===== config.mk =====
export PLATFORM = sky130hd
export DESIGN_NAME = ser_to_par_n_flat
export DESIGN_NICKNAME = d
export VERILOG_FILES = /design/src/rtl/ser_to_par_n_if.sv /design/src/rtl/ser_to_par_n.sv /design/src/flat_wrapper.sv
export SDC_FILE = /design/constraint.sdc
export NUM_CORES = 1
export LEC_CHECK = 0
export CAP_MARGIN = 0
export CORE_UTILIZATION = 45
export DETAILED_ROUTE_END_ITERATION = 10
export DONT_BUFFER_PORTS = 1
export GPL_ROUTABILITY_DRIVEN = 1
export GPL_TIMING_DRIVEN = 1
export PLACE_DENSITY = 0.67
export SETUP_SLACK_MARGIN = 0.2
export SLEW_MARGIN = 20
export SYNTH_ARGS = -nofsm -noshare
export SYNTH_HDL_FRONTEND = slang
export SYNTH_SLANG_ARGS = --single-unit

===== constraint.sdc =====
create_clock -name clk -period 3.4 [get_ports clk]
set_input_delay 0.51 -clock clk [delete_from_list [all_inputs] [get_ports clk]]
set_output_delay 0.51 -clock clk [all_outputs]
set_load 0.05 [all_outputs]

===== src/rtl/ser_to_par_n_if.sv =====
// Word-side and serial-side signal bundle for ser_to_par_n.
// slave = deserialiser view, master = driver/consumer view.
interface ser_to_par_n_if #(
    parameter int unsigned WIDTH = 8,
    parameter int unsigned CNT_W = $clog2(WIDTH + 1)
);
    logic             ser_in;
    logic             ser_valid;
    logic             frame_start;
    logic [WIDTH-1:0] par_out;
    logic             par_valid;
    logic             par_ready;
    logic             overrun;
    logic             clr_ovr;
    logic [CNT_W-1:0] bit_count;
    logic             par_err;

    modport slave (
        input  ser_in, ser_valid, frame_start, par_ready, clr_ovr,
        output par_out, par_valid, overrun, bit_count, par_err
    );

    modport master (
        output ser_in, ser_valid, frame_start, par_ready, clr_ovr,
        input  par_out, par_valid, overrun, bit_count, par_err
    );
endinterface


===== src/rtl/ser_to_par_n.sv =====
// Parametrised serial-to-parallel deserialiser with valid/ready output and sticky overrun.
// Define SER2PAR_PARITY_EN to expect an even-parity bit after each word (drives par_err).
module ser_to_par_n #(
    parameter int unsigned WIDTH     = 8,
    parameter int unsigned MSB_FIRST = 0,
    parameter int unsigned CNT_W     = $clog2(WIDTH + 1)
) (
    input logic           clk,
    input logic           reset,
    ser_to_par_n_if.slave bus
);

`ifdef SER2PAR_PARITY_EN
    localparam bit PARITY_EN = 1'b1;
`else
    localparam bit PARITY_EN = 1'b0;
`endif
    localparam int unsigned BPW = PARITY_EN ? WIDTH + 1 : WIDTH;

    logic [CNT_W-1:0] cnt_q, cnt_d;
    logic [WIDTH-1:0] sh_q, sh_d;
    logic             pacc_q, pacc_d;
    logic             pend_q, pend_d;
    logic [WIDTH-1:0] pend_word_q, pend_word_d;
    logic             pend_err_q, pend_err_d;
    logic [WIDTH-1:0] out_q;
    logic             valid_q;
    logic             ovr_q;
    logic             perr_q;

    logic [CNT_W-1:0] cnt_base;
    logic [WIDTH-1:0] sh_base;
    logic [WIDTH-1:0] sh_bit;
    logic             pacc_base;
    int unsigned      bit_idx;

    // frame_start restarts the word before the current bit is placed
    always_comb begin
        cnt_base    = bus.frame_start ? '0 : cnt_q;
        sh_base     = bus.frame_start ? '0 : sh_q;
        pacc_base   = bus.frame_start ? 1'b0 : pacc_q;
        bit_idx     = (MSB_FIRST != 0) ? (WIDTH - 1 - 32'(cnt_base)) : 32'(cnt_base);
        sh_bit      = (cnt_base < CNT_W'(WIDTH)) ? (WIDTH'(bus.ser_in) << bit_idx) : '0;
        cnt_d       = cnt_base;
        sh_d        = sh_base;
        pacc_d      = pacc_base;
        pend_d      = 1'b0;
        pend_word_d = pend_word_q;
        pend_err_d  = pend_err_q;
        if (bus.ser_valid) begin
            if (cnt_base == CNT_W'(BPW - 1)) begin
                pend_d      = 1'b1;
                pend_word_d = sh_base | sh_bit;
                pend_err_d  = pacc_base ^ bus.ser_in;
                cnt_d       = '0;
                sh_d        = '0;
                pacc_d      = 1'b0;
            end else begin
                cnt_d  = cnt_base + CNT_W'(1);
                sh_d   = sh_base | sh_bit;
                pacc_d = pacc_base ^ bus.ser_in;
            end
        end
    end

    always_ff @(posedge clk) begin
        if (!reset) begin
            cnt_q       <= '0;
            sh_q        <= '0;
            pacc_q      <= 1'b0;
            pend_q      <= 1'b0;
            pend_word_q <= '0;
            pend_err_q  <= 1'b0;
            out_q       <= '0;
            valid_q     <= 1'b0;
            ovr_q       <= 1'b0;
            perr_q      <= 1'b0;
        end else begin
            cnt_q       <= cnt_d;
            sh_q        <= sh_d;
            pacc_q      <= pacc_d;
            pend_q      <= pend_d;
            pend_word_q <= pend_word_d;
            pend_err_q  <= pend_err_d;
            // completed word lands one edge after its last bit, if the slot is free or being drained
            if (pend_q && (!valid_q || bus.par_ready)) begin
                out_q   <= pend_word_q;
                perr_q  <= pend_err_q;
                valid_q <= 1'b1;
            end else if (valid_q && bus.par_ready) begin
                valid_q <= 1'b0;
            end
            if (pend_q && valid_q && !bus.par_ready) begin
                ovr_q <= 1'b1;
            end else if (bus.clr_ovr) begin
                ovr_q <= 1'b0;
            end
        end
    end

    assign bus.par_out   = out_q;
    assign bus.par_valid = valid_q;
    assign bus.overrun   = ovr_q;
    assign bus.bit_count = cnt_q;
    assign bus.par_err   = PARITY_EN & perr_q;

endmodule


===== src/flat_wrapper.sv =====
// flat-port wrapper written by rule: the top's interface ports become plain ports
module ser_to_par_n_flat 
#(
    parameter int unsigned WIDTH     = 8,
    parameter int unsigned MSB_FIRST = 0,
    parameter int unsigned CNT_W     = $clog2(WIDTH + 1)
)
  (clk, reset, bus_ser_in, bus_ser_valid, bus_frame_start, bus_par_ready, bus_clr_ovr, bus_par_out, bus_par_valid, bus_overrun, bus_bit_count, bus_par_err);
  ser_to_par_n_if #(.WIDTH(WIDTH), .CNT_W(CNT_W)) bus_i ();
  input logic clk;
  input logic reset;
  input wire logic [$bits(bus_i.ser_in)-1:0] bus_ser_in;
  input wire logic [$bits(bus_i.ser_valid)-1:0] bus_ser_valid;
  input wire logic [$bits(bus_i.frame_start)-1:0] bus_frame_start;
  input wire logic [$bits(bus_i.par_ready)-1:0] bus_par_ready;
  input wire logic [$bits(bus_i.clr_ovr)-1:0] bus_clr_ovr;
  output wire logic [$bits(bus_i.par_out)-1:0] bus_par_out;
  output wire logic [$bits(bus_i.par_valid)-1:0] bus_par_valid;
  output wire logic [$bits(bus_i.overrun)-1:0] bus_overrun;
  output wire logic [$bits(bus_i.bit_count)-1:0] bus_bit_count;
  output wire logic [$bits(bus_i.par_err)-1:0] bus_par_err;
  assign bus_i.ser_in = bus_ser_in;
  assign bus_i.ser_valid = bus_ser_valid;
  assign bus_i.frame_start = bus_frame_start;
  assign bus_i.par_ready = bus_par_ready;
  assign bus_i.clr_ovr = bus_clr_ovr;
  assign bus_par_out = bus_i.par_out;
  assign bus_par_valid = bus_i.par_valid;
  assign bus_overrun = bus_i.overrun;
  assign bus_bit_count = bus_i.bit_count;
  assign bus_par_err = bus_i.par_err;
  ser_to_par_n #(.WIDTH(WIDTH), .MSB_FIRST(MSB_FIRST), .CNT_W(CNT_W)) u_core (.clk(clk), .reset(reset), .bus(bus_i));
endmodule

==> metrics.txt <==
status=finished, final reports clean; Synth Cell Area=0.001270 mm²; share of layout cells above drive strength 1=7.857%; DR vias/cell=around 5.5; initial antenna violation count=0; skew final=0.006597 ns; largest stage delay on the critical path=0.82 ns; Fin. Hold Viols=0; GRT Util Overall=17.68%; Net count, final=between 100 and 150; FP Rows=18; Ys Warns=0; max frequency=a little under 600 MHz; 1st-iter DRT viols=25; cell count after synthesis=around 140; initial core utilization=between 40% and 50%; Final Wtd Congestion=between 0.7 and 0.8; PwrDens=approximately 490 mW/mm²; Post-Route WL=between 2000 and 2500 µm; io pins=22; WL/cell=13.43 µm; hold_buf cts=0; post-CTS setup buffer count=0; via count=938; H-tree levels=2; Lkg Pwr=0.4273 nW; Peak VDD IR=0.2701 mV; crit share post-route=50.37%; Post-Route Setup TNS=0 ns; Area Overhead vs Synth=3.448%; Num Clock Sinks=31; Async SR Flop Fraction=0%; largest net degree at the start of global routing=20; Die X-Extent=roughly 55 µm; CP Cell Sequence=nand3b_2, nor2_4, mux2i_1; Req. time, crit path=about 3.7 ns; Post-synth top flop=dfxtp_1; crit path max fanout=12; Slew HR=~50%; clock slew at reported path FFs=0.09 ns; unique cell type count in the Yosys netlist=31; Detail Route Antenna Nets=0; r2r setup slk=around 1.7 ns; grt ovf=0; CTS resizes=0; CORE AREA=0.002567 mm²; Setup crit start kind=flop; CTS tree=yes; total CTS buffers=5; Tightest Pin Transition=approximately 0.76 ns; hold slack final=0.2647 ns; Crit. End Element=flop; dpl hpwl=approximately 1600 µm; commonest non-fill, non-tap cell in the layout=dfxtp_1; Hold WC Path Type=in -> reg; Final setup viols=0; vias in the first global route=793; syn_nets=around 150; DRC=0; crit path time final=about 1.7 ns; number of port buffers=0; first-pass GRT wire length=roughly 3600 µm; clk buf depth=2; number of synthesized flops with an enable pin=0; CP Class=reg -> reg; antenna fix cells=0; Max Cap Viol=0; #FFs+latches synth=31; First-pass DRT Iterations=4; crit path max-delay cell type=dfxtp_1; post-synthesis sequential area ratio=48.87%; arrival time worst endpoint=roughly 2 ns; Die ar.=between 0.003 and 0.004 mm²; chip height=between 50 and 60 µm; CTS root buf=clkbuf_4; most frequent cells in the layout=31 x dfxtp_1, 15 x nand2_1, 15 x a21oi_1; mean area per synthesized cell=8.943 µm²; final slew viol count=0; RSZ-0062 raised after global routing=false; worst-skew pair later-pin latency=~0.33 ns
==> kinds of logic (layout without fill, tap and decap cells) <==
logic type	after synthesis	after routing	share of synthesized area (%)
AND/OR/NAND/NOR	57	57	24.83
buffers and inverters	13	11	5.812
AO/OA/AOI/OAI	29	29	11.82
other	1	1	0.2953
XOR/XNOR	3	3	2.069
multiplexers	8	8	6.306
flip-flops	31	31	48.87
==> worst paths after layout <==
kind | from | to | depth (start not counted)
setup / recovery | u_core.bus.bit_count[0] | u_core.pend_word_q[3] | 3
hold reg to reg | u_core.sh_q[1] | u_core.sh_q[1] | 2
hold / removal | bus_ser_valid | u_core.bus.bit_count[3] | 1
setup reg to reg | u_core.bus.bit_count[0] | u_core.pend_word_q[3] | 3
==> state kept, by name, summed over array words and instances (netlist names) <==
signal / flops
u_core.bus.par_out: 8
u_core.pend_word_q: 8
u_core.sh_q: 8
u_core.bus.bit_count: 4
u_core.bus.overrun: 1
u_core.bus.par_valid: 1
u_core.pend_q: 1
==> critical path, delay by kind of cell, from the launching register on <==
kind	cells	cell delay, ns
mux	1	0.22
flops	1	0.82
simple gates	2	0.59
==> per-stage QoR <==
step	setup slack (ns)	area, µm²	utilization, %	instances	power, mW
floorplan	1.871	1270	-	142	0.4036
global placement	1.755	1245	48.49	162	0.3986
detailed placement	1.701	1245	48.49	162	0.3990
CTS	1.678	1314	51.17	170	0.6419
global route	1.567	1314	51.17	170	0.6585
finish	1.688	1314	51.17	170	0.6373
==> power breakdown <==
part | internal (mW) | leakage [nW] | switching (mW) | total (mW)
combinational | 0.00660 | 0.139 | 0.0110 | 0.0176
clock | 0.122 | 0.0386 | 0.125 | 0.247
sequential | 0.365 | 0.250 | 0.00816 | 0.373
total | 0.493 | 0.427 | 0.144 | 0.637
==> area by class of cell <==
| class | instances | area [µm²] |
|---|---|---|
| tap | 30 | 37.54 |
| clock buffer | 8 | 68.82 |
| sequential | 31 | 620.6 |
| fill | 256 | 1254 |
| inverter | 3 | 11.26 |
| multi-input combinational | 98 | 575.6 |
==> cell usage after synthesis, drive strengths merged (2+ instances only) <==
library cell | n | area, µm²
nand2b | 3 | 18.77
dfxtp | 31 | 620.6
nand3b | 3 | 30.03
inv | 3 | 11.26
nor3b | 2 | 15.01
mux2i | 8 | 80.08
nor2 | 9 | 41.29
buf | 8 | 55.04
xnor2 | 2 | 17.52
nor3 | 3 | 15.01
o21ai | 11 | 55.05
a21oi | 15 | 75.07
a31oi | 2 | 12.51
nand2 | 15 | 56.30
clkbuf | 2 | 7.510
nor2b | 7 | 43.79
nand3 | 9 | 45.04
==> metal layers <==
layer	part of all wire [%]	vias to the layer above	track usage, %
li1	-	476	-
met1	46	420	19.30
met2	43	35	27.71
met5	0	-	0
met4	2.0	0	10.00
met3	8.4	7	8.743
Note: power is estimated with default switching activity, not from simulation.
